<file path="src/rtl/ibex_multdiv_iter_if.sv">
// Request/response bundle for the iterative multiply/divide unit.
// The master side issues operations; the slave side is the unit itself.
interface ibex_multdiv_iter_if #(
  parameter int unsigned Width = 32
);
  logic             en_i;
  logic             kill_i;
  logic [1:0]       operator_i;
  logic [1:0]       signed_mode_i;
  logic [Width-1:0] op_a_i;
  logic [Width-1:0] op_b_i;
  logic             data_ind_timing_i;
  logic             ready_o;
  logic             busy_o;
  logic             valid_o;
  logic [Width-1:0] result_o;

  modport master (
    output en_i, kill_i, operator_i, signed_mode_i, op_a_i, op_b_i, data_ind_timing_i,
    input  ready_o, busy_o, valid_o, result_o
  );

  modport slave (
    input  en_i, kill_i, operator_i, signed_mode_i, op_a_i, op_b_i, data_ind_timing_i,
    output ready_o, busy_o, valid_o, result_o
  );
endinterface

</file>
<file path="src/rtl/ibex_multdiv_iter.sv">
// Iterative RV32M multiply/divide: radix-2^BitsPerCycle shift-add multiply and
// restoring divide on operand magnitudes, with sign fix-up on the last cycle.
module ibex_multdiv_iter #(
  parameter int unsigned Width        = 32,
  parameter int unsigned BitsPerCycle = 1,
  parameter bit          EarlyOut     = 1'b1
) (
  input  logic              clk_i,
  input  logic              rst_ni,
  ibex_multdiv_iter_if.slave bus
);
  localparam int unsigned N    = Width / BitsPerCycle;
  localparam int unsigned CntW = (N > 1) ? $clog2(N) : 1;

  localparam logic [1:0] OpMul  = 2'd0;
  localparam logic [1:0] OpMulh = 2'd1;
  localparam logic [1:0] OpDiv  = 2'd2;

  typedef enum logic [1:0] {IDLE, CALC, FINISH} state_e;

  state_e             state_q, state_d;
  logic [CntW-1:0]    cnt_q, cnt_d;
  logic [2*Width-1:0] acc_q, acc_d;
  logic [Width-1:0]   opa_q, opa_d, opb_q, opb_d;
  logic [Width-1:0]   result_q, result_d;
  logic [1:0]         oper_q, oper_d;
  logic               neg_q, neg_d;

  logic               ready, accept, early, sa, sb;
  logic [2*Width-1:0] mul_acc, prod;
  logic [Width-1:0]   mul_opb, div_opa;
  logic [Width-1:0]   rem, quo;
  logic [Width:0]     trial;
  logic [Width+BitsPerCycle-1:0] pp, sum;

  function automatic logic [Width-1:0] cond_neg(input logic [Width-1:0] v, input logic neg);
    return neg ? -v : v;
  endfunction

  assign ready        = ((state_q == IDLE) || (state_q == FINISH)) & ~bus.kill_i;
  assign accept       = bus.en_i & ready;
  assign bus.ready_o  = ready;
  assign bus.busy_o   = (state_q == CALC);
  assign bus.valid_o  = (state_q == FINISH);
  assign bus.result_o = result_q;

  // One iteration of each datapath, evaluated from the current state.
  always_comb begin
    pp = '0;
    for (int i = 0; i < BitsPerCycle; i++) begin
      if (opb_q[i]) pp = pp + ({{BitsPerCycle{1'b0}}, opa_q} << i);
    end
    sum     = {{BitsPerCycle{1'b0}}, acc_q[2*Width-1:Width]} + pp;
    mul_acc = {sum, acc_q[Width-1:BitsPerCycle]};
    mul_opb = opb_q >> BitsPerCycle;

    rem     = acc_q[2*Width-1:Width];
    quo     = acc_q[Width-1:0];
    div_opa = opa_q;
    trial   = '0;
    for (int i = 0; i < BitsPerCycle; i++) begin
      trial   = {rem, div_opa[Width-1]};
      div_opa = div_opa << 1;
      if (trial >= {1'b0, opb_q}) begin
        trial = trial - {1'b0, opb_q};
        quo   = {quo[Width-2:0], 1'b1};
      end else begin
        quo   = {quo[Width-2:0], 1'b0};
      end
      rem = trial[Width-1:0];
    end
  end

  always_comb begin
    state_d  = state_q;
    cnt_d    = cnt_q;
    acc_d    = acc_q;
    opa_d    = opa_q;
    opb_d    = opb_q;
    oper_d   = oper_q;
    neg_d    = neg_q;
    result_d = result_q;
    prod     = '0;
    sa       = bus.signed_mode_i[0] & bus.op_a_i[Width-1];
    sb       = bus.signed_mode_i[1] & bus.op_b_i[Width-1];
    early    = EarlyOut && !bus.data_ind_timing_i && bus.operator_i[1] && (bus.op_b_i == '0);

    if (bus.kill_i) begin
      state_d = IDLE;
    end else if (accept) begin
      oper_d = bus.operator_i;
      opa_d  = cond_neg(bus.op_a_i, sa);
      opb_d  = cond_neg(bus.op_b_i, sb);
      acc_d  = '0;
      cnt_d  = CntW'(N - 1);
      // A zero divisor keeps the all-ones quotient unsigned; REM follows the dividend.
      case (bus.operator_i)
        OpMul, OpMulh: neg_d = sa ^ sb;
        OpDiv:         neg_d = (sa ^ sb) & (bus.op_b_i != '0);
        default:       neg_d = sa;
      endcase
      if (early) begin
        state_d  = FINISH;
        result_d = (bus.operator_i == OpDiv) ? '1 : bus.op_a_i;
      end else begin
        state_d = CALC;
      end
    end else begin
      case (state_q)
        CALC: begin
          if (oper_q[1]) begin
            acc_d = {rem, quo};
            opa_d = div_opa;
          end else begin
            acc_d = mul_acc;
            opb_d = mul_opb;
          end
          if (cnt_q == '0) begin
            state_d = FINISH;
            prod    = neg_q ? -acc_d : acc_d;
            case (oper_q)
              OpMul:   result_d = prod[Width-1:0];
              OpMulh:  result_d = prod[2*Width-1:Width];
              OpDiv:   result_d = cond_neg(acc_d[Width-1:0], neg_q);
              default: result_d = cond_neg(acc_d[2*Width-1:Width], neg_q);
            endcase
          end else begin
            cnt_d = cnt_q - CntW'(1);
          end
        end
        FINISH:  state_d = IDLE;
        default: state_d = IDLE;
      endcase
    end
  end

  always_ff @(posedge clk_i or negedge rst_ni) begin
    if (!rst_ni) begin
      state_q  <= IDLE;
      cnt_q    <= '0;
      acc_q    <= '0;
      result_q <= '0;
      oper_q   <= '0;
      neg_q    <= 1'b0;
    end else begin
      state_q  <= state_d;
      cnt_q    <= cnt_d;
      acc_q    <= acc_d;
      result_q <= result_d;
      oper_q   <= oper_d;
      neg_q    <= neg_d;
    end
  end

  // Operand magnitudes are pure data and are always reloaded on accept.
  always_ff @(posedge clk_i) begin
    opa_q <= opa_d;
    opb_q <= opb_d;
  end
endmodule

</file>
<file path="src/flat_wrapper.sv">
// flat-port wrapper written by rule: the top's interface ports become plain ports
module ibex_multdiv_iter_flat 
#(
  parameter int unsigned Width        = 32,
  parameter int unsigned BitsPerCycle = 1,
  parameter bit          EarlyOut     = 1'b1
)
  (clk_i, rst_ni, bus_en_i, bus_kill_i, bus_operator_i, bus_signed_mode_i, bus_op_a_i, bus_op_b_i, bus_data_ind_timing_i, bus_ready_o, bus_busy_o, bus_valid_o, bus_result_o);
  ibex_multdiv_iter_if #(.Width(Width)) bus_i ();
  input  logic clk_i;
  input  logic rst_ni;
  input wire logic [$bits(bus_i.en_i)-1:0] bus_en_i;
  input wire logic [$bits(bus_i.kill_i)-1:0] bus_kill_i;
  input wire logic [$bits(bus_i.operator_i)-1:0] bus_operator_i;
  input wire logic [$bits(bus_i.signed_mode_i)-1:0] bus_signed_mode_i;
  input wire logic [$bits(bus_i.op_a_i)-1:0] bus_op_a_i;
  input wire logic [$bits(bus_i.op_b_i)-1:0] bus_op_b_i;
  input wire logic [$bits(bus_i.data_ind_timing_i)-1:0] bus_data_ind_timing_i;
  output wire logic [$bits(bus_i.ready_o)-1:0] bus_ready_o;
  output wire logic [$bits(bus_i.busy_o)-1:0] bus_busy_o;
  output wire logic [$bits(bus_i.valid_o)-1:0] bus_valid_o;
  output wire logic [$bits(bus_i.result_o)-1:0] bus_result_o;
  assign bus_i.en_i = bus_en_i;
  assign bus_i.kill_i = bus_kill_i;
  assign bus_i.operator_i = bus_operator_i;
  assign bus_i.signed_mode_i = bus_signed_mode_i;
  assign bus_i.op_a_i = bus_op_a_i;
  assign bus_i.op_b_i = bus_op_b_i;
  assign bus_i.data_ind_timing_i = bus_data_ind_timing_i;
  assign bus_ready_o = bus_i.ready_o;
  assign bus_busy_o = bus_i.busy_o;
  assign bus_valid_o = bus_i.valid_o;
  assign bus_result_o = bus_i.result_o;
  ibex_multdiv_iter #(.Width(Width), .BitsPerCycle(BitsPerCycle), .EarlyOut(EarlyOut)) u_core (.clk_i(clk_i), .rst_ni(rst_ni), .bus(bus_i));
endmodule
</file>
<file path="config.mk">
export PLATFORM = sky130hd
export DESIGN_NAME = ibex_multdiv_iter_flat
export DESIGN_NICKNAME = d
export VERILOG_FILES = /design/src/rtl/ibex_multdiv_iter_if.sv /design/src/rtl/ibex_multdiv_iter.sv /design/src/flat_wrapper.sv
export SDC_FILE = /design/constraint.sdc
export NUM_CORES = 1
export LEC_CHECK = 0
export ABC_CLOCK_PERIOD_IN_PS = 5400
export CAP_MARGIN = 20
export CORE_ASPECT_RATIO = 0.7
export CORE_MARGIN = 8
export CORE_UTILIZATION = 40
export DETAILED_ROUTE_END_ITERATION = 8
export SLEW_MARGIN = 25
export SYNTH_ARGS = -nofsm -noshare
export SYNTH_HDL_FRONTEND = slang
export SYNTH_SLANG_ARGS = --single-unit
</file>
<file path="constraint.sdc">
create_clock -name clk_i -period 5.4 [get_ports clk_i]
set_input_delay 1.35 -clock clk_i [delete_from_list [all_inputs] [get_ports clk_i]]
set_output_delay 1.35 -clock clk_i [all_outputs]
set_load 0.005 [all_outputs]
</file>
==> tab_implementation.tex <==
\begin{tabular}{lr}
\hline
Metric & Value \\
\hline
\multicolumn{2}{l}{\textbf{GRT}} \\
Antenna violations before repair & 2 \\
Vias in the first global route & 16500 \\
GRT Residual Overflow & 0 \\
Largest net degree at the start of global routing & 79 \\
Wire length of the first global-routing pass & around 110000 um \\
Global routing usage summed across all routing layers & 30.4\% \\
\multicolumn{2}{l}{\textbf{STA}} \\
Period utilisation layout & between 90\% and 100\% \\
Crit path time final & 5.17 ns \\
Max Fclk & 193 MHz \\
Worst Hold Slack & $\sim$0.5 ns \\
Headroom to the max-slew limit & 29.9\% \\
\# setup viols final & 0 \\
Maximum clock skew at final layout & approximately 0.021 ns \\
Post-route worst setup slack & 0.225 ns \\
Worst-margin pin slew & around 1.0 ns \\
Final slew viol count & 0 \\
Hold violation count in the final report & 0 \\
\multicolumn{2}{l}{\textbf{Synthesis}} \\
Adder-cell area share of the yosys netlist & 5.70\% \\
Top cell type's share of synthesized area & about 16\% \\
Simple-gate share of the synthesized area & 23.9\% \\
Sequential element share of the synthesized area & 28.1\% \\
Mux share of post-synthesis cell area & $\sim$3.8\% \\
Dominant cell by count in the synthesized netlist & sky130\_fd\_sc\_hd\_\_nand2\_1 \\
Synth top cells by count & 285 x sky130\_fd\_sc\_hd\_\_nand2\_1, 245 x sky130\_fd\_sc\_hd\_\_o21ai\_0, 150 x sky130\_fd\_sc\_hd\_\_a21oi\_1 \\
Number of enable-type register cells in the synthesized netlist & 64 \\
Count of state elements after synthesis & 170 \\
Dominant synthesized flop cell & sky130\_fd\_sc\_hd\_\_dfrtp\_1 \\
Post-synthesis area per instance & around 7.7 um\^{}2 \\
Top cell type by total area after synthesis & sky130\_fd\_sc\_hd\_\_dfrtp\_1 \\
Number of warnings reported in the yosys synthesis log & 0 \\
Cell types occupying the most area after synthesis & sky130\_fd\_sc\_hd\_\_dfrtp\_1 16\%, sky130\_fd\_sc\_hd\_\_edfxtp\_1 12\%, sky130\_fd\_sc\_hd\_\_o21ai\_0 7.5\% \\
Largest family of logic cells by synthesized area & compound AO/OA/AOI/OAI gates \\
Number of nets in the synthesized netlist & 2250 \\
Post-synthesis instance total & 2104 \\
Cell area after synthesis & 0.0163 mm\^{}2 \\
Async SR Flop Fraction & between 60 and 70\% \\
Number of distinct library cells after synthesis & 96 \\
Xor-xnor portion of the synthesized cell area & around 7.1\% \\
Complex-gate fraction of the synthesized area & between 20\% and 30\% \\
\multicolumn{2}{l}{\textbf{Min path}} \\
Hold Path Sink & u\_core.bus.result\_o[0] \\
Worst hold path stage count & 2 \\
Source of the worst hold timing path & u\_core.bus.result\_o[0] \\
Worst min-delay path category & flip-flop to flip-flop \\
\multicolumn{2}{l}{\textbf{Worst setup path}} \\
Slack of the worst reg-to-reg path & 0.23 ns \\
Most frequent CP cell & sky130\_fd\_sc\_hd\_\_a21oi\_1 \\
Worst path top cell family by delay & compound AO/OA/AOI/OAI gates \\
Worst Reg-to-Reg Cells & 17 \\
Cells traversed along the worst timing path & buf\_12 -> and2\_1 -> ha\_1 -> a21o\_1 -> a21oi\_1 -> a21boi\_0 -> mux2i\_1 -> a21oi\_1 -> a311oi\_2 -> buf\_4 -> nor4b\_1 -> nand2\_1 -> o41ai\_2 -> xor2\_1 -> nand2\_1 -> o21ai\_0 -> a21oi\_1 \\
Capturing point of the worst reg2reg path & u\_core.bus.result\_o[12] \\
Category of the worst setup path capture point & flip-flop \\
Kind of critical path & flip-flop to flip-flop \\
Crit-path max FO & 32 \\
Biggest cell delay along the critical path & just over 0.6 ns \\
Req. time, crit path & 5.73 ns \\
Number of buffer and inverter instances along the worst setup path & 2 \\
Startpoint type of the worst setup path & flip-flop \\
Cell with the largest stage delay on the worst path & sky130\_fd\_sc\_hd\_\_nor4b\_1 \\
WP data arrival & 5.51 ns \\
Startpoint of the worst-slack reg-to-reg timing path & u\_core.opb\_q[0] \\
\multicolumn{2}{l}{\textbf{Pwr}} \\
Power per cell area & 443 mW/mm\^{}2 \\
Leakage component of the power & 8.03 nW \\
Maximum vdd ir drop & 0.000244 V \\
Total power of the final layout & approximately 8.6 mW \\
\multicolumn{2}{l}{\textbf{CTS}} \\
Latest clock arrival within the worst-skew pair & 0.47 ns \\
Register clock-pin slew on the reported worst setup and hold paths & 0.09 ns \\
CTS Buf Count & 17 \\
Hold-fix buffer count after cts & 0 \\
Clock buffer depth & 2 \\
Clock tree from TritonCTS & yes \\
TritonCTS sink count & 170 \\
H-tree depth reported by CTS & 4 \\
Clock root buffer & sky130\_fd\_sc\_hd\_\_clkbuf\_16 \\
\multicolumn{2}{l}{\textbf{Route}} \\
Detailed-routing iteration count for the pre-antenna-repair pass & 6 \\
Average wire per cell in the routed design & around 26 um \\
DRC & 0 \\
Met2 wire length & 27200 um \\
Starting DRC count in detailed routing & 2233 \\
Vias per inst & 6.29 \\
Top Metal Used & met5 \\
Count of nets left with antenna violations after detail routing & 0 \\
Post-Route M1 WL & between 30000 and 40000 um \\
Via count & 17700 \\
Length of routed met3 wiring & between 10000 and 15000 um \\
Overall routed net length & $\sim$74000 um \\
\multicolumn{2}{l}{\textbf{Floorplanning}} \\
Core area & 0.0406 mm\^{}2 \\
Die height & between 150 and 200 um \\
Starting Density & roughly two fifths \\
Number of cell rows & between 60 and 70 \\
Chip width & 257 um \\
Area of the die & 0.0476 mm\^{}2 \\
IO Pins & 108 \\
\multicolumn{2}{l}{\textbf{Layout}} \\
Design Area, Final & approximately 0.019 mm\^{}2 \\
Layout Utilization & 48.0\% \\
Layout overhead on the synthesized area & 19.4\% \\
ANT cells & 0 \\
Layout cells sized above 1 & 12.0\% \\
Layout net count & between 2000 and 2500 \\
\multicolumn{2}{l}{\textbf{Place}} \\
Global placement routability congestion & 1.00 \\
Post-detailed-placement half-perimeter wirelength & 59400 um \\
Post-place instance area & 0.0187 mm\^{}2 \\
Pre-CTS setup slack & 0.0807 ns \\
Port Buffer Count & about 110 \\
\multicolumn{2}{l}{\textbf{Run}} \\
Max-cap violations & 0 \\
\multicolumn{2}{l}{\textbf{Outcome}} \\
Outcome & finished, final reports clean \\
\hline
\end{tabular}
==> flip-flops by register name, indices dropped and copies added, names as in the netlist <==
register,cells
u_core.acc_q,64
u_core.bus.result_o,32
u_core.opa_q,32
u_core.opb_q,32
u_core.cnt_q,5
u_core.oper_q,2
u_core.state_q,2
u_core.neg_q,1
==> report_power, final <==
| group | internal (mW) | switching [mW] |
|---|---|---|
| Combinational | 2.01 | 3.57 |
| Clock | 0.643 | 0.698 |
| Sequential | 1.52 | 0.183 |
==> placed cells by master, fill, tap and decap left out, drive strengths merged, types with 69 or more instances in the layout <==
cell type	netlist	layout
nor3	69	69
inv	74	84
clkdlybuf4s50	0	106
buf	44	154
dfrtp	106	106
ha	71	71
nor2	137	137
nand2	285	285
xnor2	84	84
a21oi	154	154
o21ai	257	257
==> how the worst max path moves through the flow <==
stage	depth (start not counted)	endpoint	startpoint	slack, ns
floorplan	21	u_core.bus.result_o[28]	u_core.oper_q[1]	0.21
global placement	21	u_core.bus.result_o[28]	u_core.acc_q[55]	0.25
detailed placement	21	u_core.bus.result_o[28]	u_core.acc_q[55]	0.08
CTS	21	u_core.bus.result_o[28]	u_core.acc_q[55]	0.04
global route	17	u_core.bus.result_o[12]	u_core.opb_q[0]	-0.03
finish	17	u_core.bus.result_o[12]	u_core.opb_q[0]	0.23
==> area by class of cell <==
class,instances,area (um^2)
multi-input combinational,1729,11000
clock buffer,18,439
inverter,75,282
clock inverter,14,163
fill,4058,21100
sequential,170,4580
tap,544,681
timing repair buffer,260,2280
==> per-layer routing <==
metal / vias up / track usage, %
li1: 8019 / -
met1: 8596 / 44.8
met2: 974 / 38.5
met3: 84 / 14.4
met4: 4 / 7.11
met5: - / 0
==> worst register-to-register path, cell delays in order, from the launching register on <==
cell	delay [ns]
sky130_fd_sc_hd__edfxtp_1	0.50
sky130_fd_sc_hd__buf_12	0.22
sky130_fd_sc_hd__and2_1	0.39
sky130_fd_sc_hd__ha_1	0.37
sky130_fd_sc_hd__a21o_1	0.21
sky130_fd_sc_hd__a21oi_1	0.35
sky130_fd_sc_hd__a21boi_0	0.21
sky130_fd_sc_hd__mux2i_1	0.19
sky130_fd_sc_hd__a21oi_1	0.09
sky130_fd_sc_hd__a311oi_2	0.51
sky130_fd_sc_hd__buf_4	0.25
sky130_fd_sc_hd__nor4b_1	0.61
sky130_fd_sc_hd__nand2_1	0.22
sky130_fd_sc_hd__o41ai_2	0.40
sky130_fd_sc_hd__xor2_1	0.20
sky130_fd_sc_hd__nand2_1	0.07
sky130_fd_sc_hd__o21ai_0	0.15
sky130_fd_sc_hd__a21oi_1	0.10
==> stage by stage <==
step           TNS [ns]  cells
3_5_place_dp          0   2777
4_1_cts               0   2809
3_3_place_gp          0   2777
2_1_floorplan         0   2104
6_report              0   2810
5_1_grt         -0.0431   2810
==> timing repair <==
item,4_1_cts,5_1_grt
setup buffers,0,1
resized for setup,0,18
setup endpoints to repair,0,14
==> logic make-up after synthesis <==
group | Yosys count
flip-flops | 170
AND/OR/NAND/NOR | 785
AO/OA/AOI/OAI | 682
adder cells (fa/ha/maj) | 73
buffers and inverters | 205
XOR/XNOR | 133
multiplexers | 56
Note: power is estimated with default switching activity, not from simulation.
